--- src/rtl/audio_serial_receiver_pkg.sv ---
// Shared constants for the audio front-end: default widths, channel encoding,
// and bit positions of the raw serial bus inside the synchroniser bundle.
package audio_serial_receiver_pkg;

  localparam int DEFAULT_DATA_WIDTH  = 16;
  localparam int DEFAULT_SYNC_STAGES = 2;

  localparam logic CH_LEFT  = 1'b1;
  localparam logic CH_RIGHT = 1'b0;

  localparam int BUS_WIDTH = 3;
  localparam int BUS_LRCLK = 2;
  localparam int BUS_SCLK  = 1;
  localparam int BUS_SDIN  = 0;

  // lr_level is the word-clock level that was present while the word arrived.
  function automatic logic channel_of(input logic lr_level, input logic polarity);
    return ((lr_level ^ polarity) == 1'b0) ? CH_LEFT : CH_RIGHT;
  endfunction

endpackage

--- src/rtl/audio_input_sync.sv ---
// Multi-bit level synchroniser for the raw serial bus, plus a rising-edge pulse
// on one selected bit. Every bit sees the same delay, so relative phase is kept.
module audio_input_sync
  import audio_serial_receiver_pkg::*;
#(
  parameter int WIDTH    = BUS_WIDTH,
  parameter int STAGES   = DEFAULT_SYNC_STAGES,
  parameter int RISE_BIT = BUS_SCLK
) (
  input  logic             clk,
  input  logic             reset,
  input  logic [WIDTH-1:0] i_async,
  output logic [WIDTH-1:0] o_sync,
  output logic             o_rise
);

  // Fewer than two stages would not give metastability protection.
  localparam int DEPTH = (STAGES < 2) ? 2 : STAGES;

  logic [WIDTH-1:0] r_stage [DEPTH];
  logic             r_rise_d;

  always_ff @(posedge clk or posedge reset) begin
    if (reset) begin
      for (int i = 0; i < DEPTH; i++) begin
        r_stage[i] <= '0;
      end
      r_rise_d <= 1'b0;
    end else begin
      r_stage[0] <= i_async;
      for (int i = 1; i < DEPTH; i++) begin
        r_stage[i] <= r_stage[i-1];
      end
      r_rise_d <= r_stage[DEPTH-1][RISE_BIT];
    end
  end

  assign o_sync = r_stage[DEPTH-1];
  assign o_rise = o_sync[RISE_BIT] & ~r_rise_d;

endmodule

--- src/rtl/audio_serial_receiver.sv ---
// Serial audio receiver: synchronises lrclk/sclk/sdin, assembles MSB-first words
// in left-justified or I2S framing and emits one channel-tagged sample per word.
module audio_serial_receiver
  import audio_serial_receiver_pkg::*;
#(
  parameter int DATA_WIDTH  = DEFAULT_DATA_WIDTH,
  parameter int SYNC_STAGES = DEFAULT_SYNC_STAGES
) (
  input  logic                  clk,
  input  logic                  reset,
  input  logic                  lrclk,
  input  logic                  sclk,
  input  logic                  sdin,
  input  logic                  is_data_delay,
  input  logic                  lrclk_polarity,
  output logic [DATA_WIDTH-1:0] out_data,
  output logic                  out_is_left,
  output logic                  out_valid,
  output logic                  overflow
);

  // Output handshake: out_valid is a one-cycle strobe with no backpressure;
  // out_data/out_is_left are valid in that cycle and held until the next commit.

  localparam int CW = $clog2(DATA_WIDTH + 2);
  typedef logic [CW-1:0] cnt_t;

  localparam cnt_t CNT_FULL = cnt_t'(DATA_WIDTH);
  localparam cnt_t CNT_SAT  = cnt_t'(DATA_WIDTH + 1);
  localparam cnt_t MSB_POS  = cnt_t'(DATA_WIDTH - 1);

  logic [BUS_WIDTH-1:0]  w_async;
  logic [BUS_WIDTH-1:0]  w_sync;
  logic                  w_sclk_rise;
  logic                  w_s_lrclk;
  logic                  w_s_sdin;
  logic                  w_boundary;
  logic                  w_room;
  cnt_t                  w_pos;
  logic [DATA_WIDTH-1:0] w_placed;
  logic [DATA_WIDTH-1:0] w_appended;
  logic [DATA_WIDTH-1:0] w_new_word;

  logic [DATA_WIDTH-1:0] r_shift;
  cnt_t                  r_count;
  logic                  r_lr_prev;
  logic                  r_armed;
  logic [DATA_WIDTH-1:0] r_data;
  logic                  r_is_left;
  logic                  r_valid;
  logic                  r_overflow;

  assign w_async[BUS_LRCLK] = lrclk;
  assign w_async[BUS_SCLK]  = sclk;
  assign w_async[BUS_SDIN]  = sdin;

  audio_input_sync #(
    .WIDTH    (BUS_WIDTH),
    .STAGES   (SYNC_STAGES),
    .RISE_BIT (BUS_SCLK)
  ) u_input_sync (
    .clk     (clk),
    .reset   (reset),
    .i_async (w_async),
    .o_sync  (w_sync),
    .o_rise  (w_sclk_rise)
  );

  assign w_s_lrclk  = w_sync[BUS_LRCLK];
  assign w_s_sdin   = w_sync[BUS_SDIN];
  assign w_boundary = w_s_lrclk ^ r_lr_prev;
  assign w_room     = (r_count < CNT_FULL);

  // Bit n of the word (n = 0 is the MSB) lands at position DATA_WIDTH-1-n.
  assign w_pos      = MSB_POS - r_count;
  assign w_placed   = w_room ? (DATA_WIDTH'(w_s_sdin) << w_pos) : '0;
  assign w_appended = r_shift | w_placed;
  assign w_new_word = {w_s_sdin, {(DATA_WIDTH-1){1'b0}}};

  always_ff @(posedge clk or posedge reset) begin
    if (reset) begin
      r_shift    <= '0;
      r_count    <= '0;
      r_lr_prev  <= 1'b0;
      r_armed    <= 1'b0;
      r_data     <= '0;
      r_is_left  <= 1'b0;
      r_valid    <= 1'b0;
      r_overflow <= 1'b0;
    end else begin
      r_valid <= 1'b0;
      if (w_sclk_rise) begin
        r_lr_prev <= w_s_lrclk;
        if (w_boundary) begin
          r_armed <= 1'b1;
          // The very first boundary only aligns to the frame; its partial word is dropped.
          if (r_armed) begin
            r_data    <= is_data_delay ? w_appended : r_shift;
            r_is_left <= channel_of(r_lr_prev, lrclk_polarity);
            r_valid   <= 1'b1;
          end
          if (is_data_delay) begin
            // In I2S the boundary bit is the LSB of the word being closed.
            if (!w_room) begin
              r_overflow <= 1'b1;
            end
            r_shift <= '0;
            r_count <= '0;
          end else begin
            r_shift <= w_new_word;
            r_count <= cnt_t'(1);
          end
        end else if (w_room) begin
          r_shift <= w_appended;
          r_count <= r_count + cnt_t'(1);
        end else begin
          r_overflow <= 1'b1;
          if (r_count != CNT_SAT) begin
            r_count <= r_count + cnt_t'(1);
          end
        end
      end
    end
  end

  assign out_data    = r_data;
  assign out_is_left = r_is_left;
  assign out_valid   = r_valid;
  assign overflow    = r_overflow;

endmodule

--- config.mk ---
export PLATFORM = sky130hd
export DESIGN_NAME = audio_serial_receiver
export DESIGN_NICKNAME = d
export VERILOG_FILES = /design/src/rtl/audio_serial_receiver_pkg.sv /design/src/rtl/audio_input_sync.sv /design/src/rtl/audio_serial_receiver.sv
export SDC_FILE = /design/constraint.sdc
export NUM_CORES = 1
export LEC_CHECK = 0
export BUFFER_PORTS_ARGS = -buffer_cell sky130_fd_sc_hd__buf_2
export CAP_MARGIN = 15
export CORE_MARGIN = 2
export CORE_UTILIZATION = 40
export CTS_CLUSTER_DIAMETER = 50
export DETAILED_ROUTE_END_ITERATION = 10
export SLEW_MARGIN = 10
export SYNTH_ARGS = -nofsm -noshare
export SYNTH_HDL_FRONTEND = slang
export SYNTH_SLANG_ARGS = --single-unit
--- constraint.sdc ---
create_clock -name clk -period 3.2 [get_ports clk]
set_input_delay 0.48 -clock clk [delete_from_list [all_inputs] [get_ports clk]]
set_output_delay 0.48 -clock clk [all_outputs]
set_load 0.01 [all_outputs]
; Word level (Yosys, flattened, before mapping)
; Cells that the tools add are included.
[word_totals]
regBits = 49
inputBits = 7
output_inout_bits = 19
elab_cells = 45
[classes]
n_addsub = 2
order_cmp = 1
n_eq_ne = 2
n_shift = 1
mux = 16
n_bitwise = 5
n_reduce_logical = 7
[ops]
columns = operator, count
row1 = two-way mux 16 bit, 5
row2 = bitwise OR 16 bit, 1
row3 = left shift 1 x 5 -> 16 bit, 1
row4 = two-way mux 5 bit, 3
row5 = two-way mux 1 bit, 8
row6 = AND reduction 2 bit, 4
row7 = "adder 5 x 1 -> 5 bit, second input constant", 1
row8 = "less-than comparator 5 bit, second input constant", 1
row9 = "inequality test 5 bit, second input constant", 1
row10 = "subtractor 4 x 5 -> 5 bit, first input constant", 1
row11 = AND reduction 3 bit, 1
row12 = nonzero test 3 bit, 1
row13 = "inequality test 2 bit, second input constant", 1
row14 = nonzero test 2 bit, 1
row15 = XOR 1 bit, 2
row16 = AND 1 bit, 1
row17 = inverter 1 bit, 1

; Logic depth before layout (Yosys ltp)
[logic_depth]
depth_word = 6
depth_mapped = 6
ltp_nobuf = 5

; Modules after synthesis
; Synthesis repeated with hierarchy kept, for this count alone.
[hier_totals]
hier_cells = 200
area_unflattened_um2 = 2157.1
[modules_own_cells]
columns = mod, instances, cells_per_inst, area_each_um2, seq_area_each_um2
row1 = audio_serial_receiver, 1, 188, 1941.9, 1051.0
row2 = audio_input_sync, 1, 12, 215.2, 175.2

; Least setup slack after synthesis
; Ideal clock, no wire load.
[synth_path]
kind = reg-to-reg
startpoint = register r_count[1]
endpoint = register r_count[0]
setup_time_ps = 124
t_arrival_ps = 1309
required_time_ps = 3076
setup_slack_ps = 1768
stages_incl_launch_ff = 7
n_path_buf = 1
synth_period_minus_slack_ps = 1432
cell_sequence = dfrtp_1 -> clkbuf_1 -> inv_1 -> ha_1 -> nand4bb_1 -> o21ai_0 -> a211o_1
[synth_between]
elab_chain_len = 3
[synth_rtl]
columns = item, line_no
row1 = from (decl), audio_serial_receiver.sv:45  ; cnt_t r_count;
row2 = from (signal assigned), audio_serial_receiver.sv:111  ; r_count <= cnt_t'(1);
row3 = from (signal assigned), audio_serial_receiver.sv:115  ; r_count <= r_count + cnt_t'(1);
row4 = from (signal assigned), audio_serial_receiver.sv:119  ; r_count <= r_count + cnt_t'(1);
row5 = less-than comparator 5 bit / inequality test 5 bit (equally long branches), "audio_serial_receiver.sv:72, audio_serial_receiver.sv:118"
row6 = nonzero test 3 bit (no line) / two-way mux 5 bit (equally long branches), -
row7 = AND reduction 2 bit (no line) / two-way mux 5 bit (equally long branches), -
; Parallel ways exist; a longest one is shown, timed or not.
; A chain may end at the register's enable or synchronous reset.

; Final worst setup path
[layout_path]
startpoint = register r_lr_prev
endpoint = register r_is_left, in the netlist out_is_left
[layout_between]
elab_chain_len = 2
[layout_rtl]
columns = item, line_no
row1 = from (decl), audio_serial_receiver.sv:46  ; logic r_lr_prev;
row2 = from (signal assigned), audio_serial_receiver.sv:93  ; r_lr_prev <= w_s_lrclk;
row3 = XOR 1 bit (on tied branches), "audio_serial_receiver.sv:71, audio_serial_receiver_pkg.sv:18"
row4 = AND reduction 3 bit (no line) / two-way mux 1 bit (equally long branches), -
row5 = to (signal assigned), audio_serial_receiver.sv:99  ; r_is_left <= channel_of(r_lr_prev, lrclk_polarity);
row6 = to (decl), audio_serial_receiver.sv:49  ; logic r_is_left;
; Parallel ways exist; a longest one is shown, timed or not.

==> results_dict.tcl <==
set metrics [dict create \
    synth_seq_area_share 0.571 \
    insertedDiodeCount 0 \
    hold_viol_final 0 \
    ctsResizeCount 0 \
    clockBufferDepth 2 \
    async_flop_share 1.00 \
    worst_hold_slack_ps 281 \
    path_depth 4 \
    ys_ff_latch 49 \
    area_delta_synth_final_pct 11.7 \
    num-fill-cells 508 \
    h-tree-depth 2 \
    dp_cells 281 \
    holdCritPathClass "in2reg" \
    syn-num-nets 211 \
    timing.rr.start "r_lr_prev$_DFFE_PP0P_" \
    dp_hpwl_mm 2.96 \
    drv_slew 0 \
    rsz0062_at_grt "false" \
    synth_warnings 0 \
    fmax_ghz 0.503 \
    worst_path_max_delay_cell "and3_1" \
    hold_end "u_input_sync.r_stage[5]$_DFF_PP0_" \
    startpoint_type "register" \
    worstSkewPairLatency_ps 300 \
    gr-total-overflow 0 \
    ys.flop_type "dfrtp_1" \
    dr_wl_met2_mm 1.99 \
    layout_min_cycle_time_ps 1990 \
    hold_depth 1 \
    avgSynthCellArea_um2 10.6 \
    wl_met3_um 309 \
    p_leak_nw 1.07 \
    grt_use_total 0.167 \
    synth_edf_count 0 \
    final-seq-area_um2 1230 \
    cap_violations 0 \
    cts.reportedPaths.clkPinSlew_ps 80 \
    drtIter0Drc 133 \
    port_buffers 25 \
    drive_gt1_frac 0.187 \
    status "finished, final reports clean" \
    worstSetupPathType "reg2reg" \
    cp_cell_sequence "xor2_2 -> buf_4 -> and3_1 -> mux2_1" \
    required_ps 3390 \
    dr.pass1.iters 4 \
    worst-path-buf-inv 1 \
    finalClockSkew_ps 8.88 \
    vias 1589 \
    finalPower_mw 1.77 \
    finalSetupViolCount 0 \
    grt_first_pass_wirelength_mm 7.73 \
    instances_no_fill 289 \
    reg2reg_to "out_is_left$_DFFE_PP0P_" \
    wire_per_inst_um 15.6 \
    start_util 0.418 \
    post_drt_via_cell_ratio 5.50 \
    r2r_slack_ps 1210 \
    wl_mm 4.52 \
    powerDensity_nw_per_um2 738 \
    irDropWorstVdd_uv 265 \
    nNetsFinal 227 \
    io_pins 26 \
    wl_met1_mm 2.20 \
    crit_fanout 23 \
    worstHoldStart "lrclk" \
    fp.dieW_um 77.3 \
    slowest_delay_ps 610 \
    die_h_um 77.3 \
    postCtsSetupBuffers 0 \
    cts_tree "built" \
    period_share 0.621 \
    grt_pass1_vias 1466 \
    finalWeightedCongestion 0.747 \
    synth_area_um2 2150 \
    endpoint_kind "register" \
    worst_pin_slew_ps 982 \
    grt_start_max_net_pins 50 \
    ant_nets 0 \
    synthCells 202 \
    worstPathArrival_ps 2170 \
    multiInputGateArea_um2 816 \
    topRoutingLayerUsed "met4" \
    core.rowCount 26 \
    ys_types 40 \
    antenna_found_initial 0 \
    die-area_um2 5970 \
    clock-sinks 49 \
    crit_family "simple AND/OR/NAND/NOR gates" \
    hold_buffers 0 \
    rr_worst_depth 4 \
    final.setup.tns_ps 0 \
    drc_errors 0 \
    coreArea_um2 5140 \
    numCtsBuffers 5 \
    clockRootBuffer "clkbuf_8" \
    max-slew-margin-rel 0.344 \
]
worst max path at each step:
stage,slack [ps],startpoint,end
after detailed placement,1230,r_lr_prev$_DFFE_PP0P_,out_is_left$_DFFE_PP0P_
after global routing,1080,r_lr_prev$_DFFE_PP0P_,out_is_left$_DFFE_PP0P_
after floorplan,1550,reset,out_data[0]$_DFFE_PP0P_
final,1210,r_lr_prev$_DFFE_PP0P_,out_is_left$_DFFE_PP0P_
after CTS,1220,r_lr_prev$_DFFE_PP0P_,out_is_left$_DFFE_PP0P_
after global placement,1280,r_lr_prev$_DFFE_PP0P_,out_is_left$_DFFE_PP0P_
logic make-up after synthesis:
family                   count (synthesis)  synth area share
XOR/XNOR                                 3            0.0157
adder cells (fa/ha/maj)                  2            0.0117
flip-flops                              49             0.571
AND/OR/NAND/NOR                         50             0.140
AO/OA/AOI/OAI                           75             0.203
buffers and inverters                   21            0.0490
multiplexers                             2           0.00991
stage by stage:
| stage | worst slack (ps) | utilization | cell area [um^2] |
|---|---|---|---|
| 2_1_floorplan | 1550 | - | 2150 |
| 3_3_place_gp | 1280 | 0.444 | 2280 |
| 3_5_place_dp | 1230 | 0.444 | 2280 |
| 4_1_cts | 1220 | 0.466 | 2400 |
| 5_1_grt | 1080 | 0.466 | 2400 |
| 6_report | 1210 | 0.466 | 2400 |
cells in the mapped netlist (all sizes together) (2+ instances only):
library cell	count	share of area
and3b	2	0.0082
and4b	2	0.0093
nand2b	4	0.012
inv	3	0.0052
a31oi	31	0.090
dfrtp	49	0.57
nor3b	3	0.015
buf	10	0.030
nand3	3	0.0070
nor2b	4	0.012
nor2	17	0.031
xnor2	2	0.0082
nand2	4	0.0070
o2bb2ai	2	0.0082
nor3	3	0.0093
ha	2	0.012
o21ai	4	0.0093
clkbuf	8	0.014
a21oi	33	0.077
layout by cell type, fill, tap and decap left out, types with 3 or more instances in the layout:
master    Yosys  final
nor2b_1       4      4
clkbuf_8      0      6
nand3_1       3      3
o21ai_0       4      4
buf_2         6     25
a21oi_1      33     33
dfrtp_1      49     49
nand2b_1      4      4
nor2_1       16     16
nand2_1       4      4
a31oi_1      31     31
state kept, by name, indices dropped and copies added (netlist names):
| name | cells |
|---|---|
| out_data | 16 |
| out_is_left | 1 |
| out_valid | 1 |
| overflow | 1 |
| r_armed | 1 |
| r_count | 5 |
| r_lr_prev | 1 |
| r_shift | 16 |
| u_input_sync.o_sync | 3 |
| u_input_sync.r_rise_d | 1 |
| u_input_sync.r_stage | 3 |
power by group:
group          leakage (nW)  internal, mW  switching [mW]
combinational         0.397         0.187           0.270
clock                0.0585         0.255           0.192
sequential            0.612         0.753           0.111
metal layers:
metal | vias to the layer above | global-route usage
met5 | - | 0
met4 | 0 | 0.0536
met3 | 2 | 0.0471
met2 | 45 | 0.227
met1 | 777 | 0.255
li1 | 765 | -
layout make-up:
class	count	area share
flip-flops and latches	49	0.511
multi-input cells	132	0.340
repair buffers	27	0.0585
well taps	70	0.0365
clock buffers	7	0.0360
clock inverters	1	0.0125
inverters	3	0.00470
Note: power is estimated with default switching activity, not from simulation.
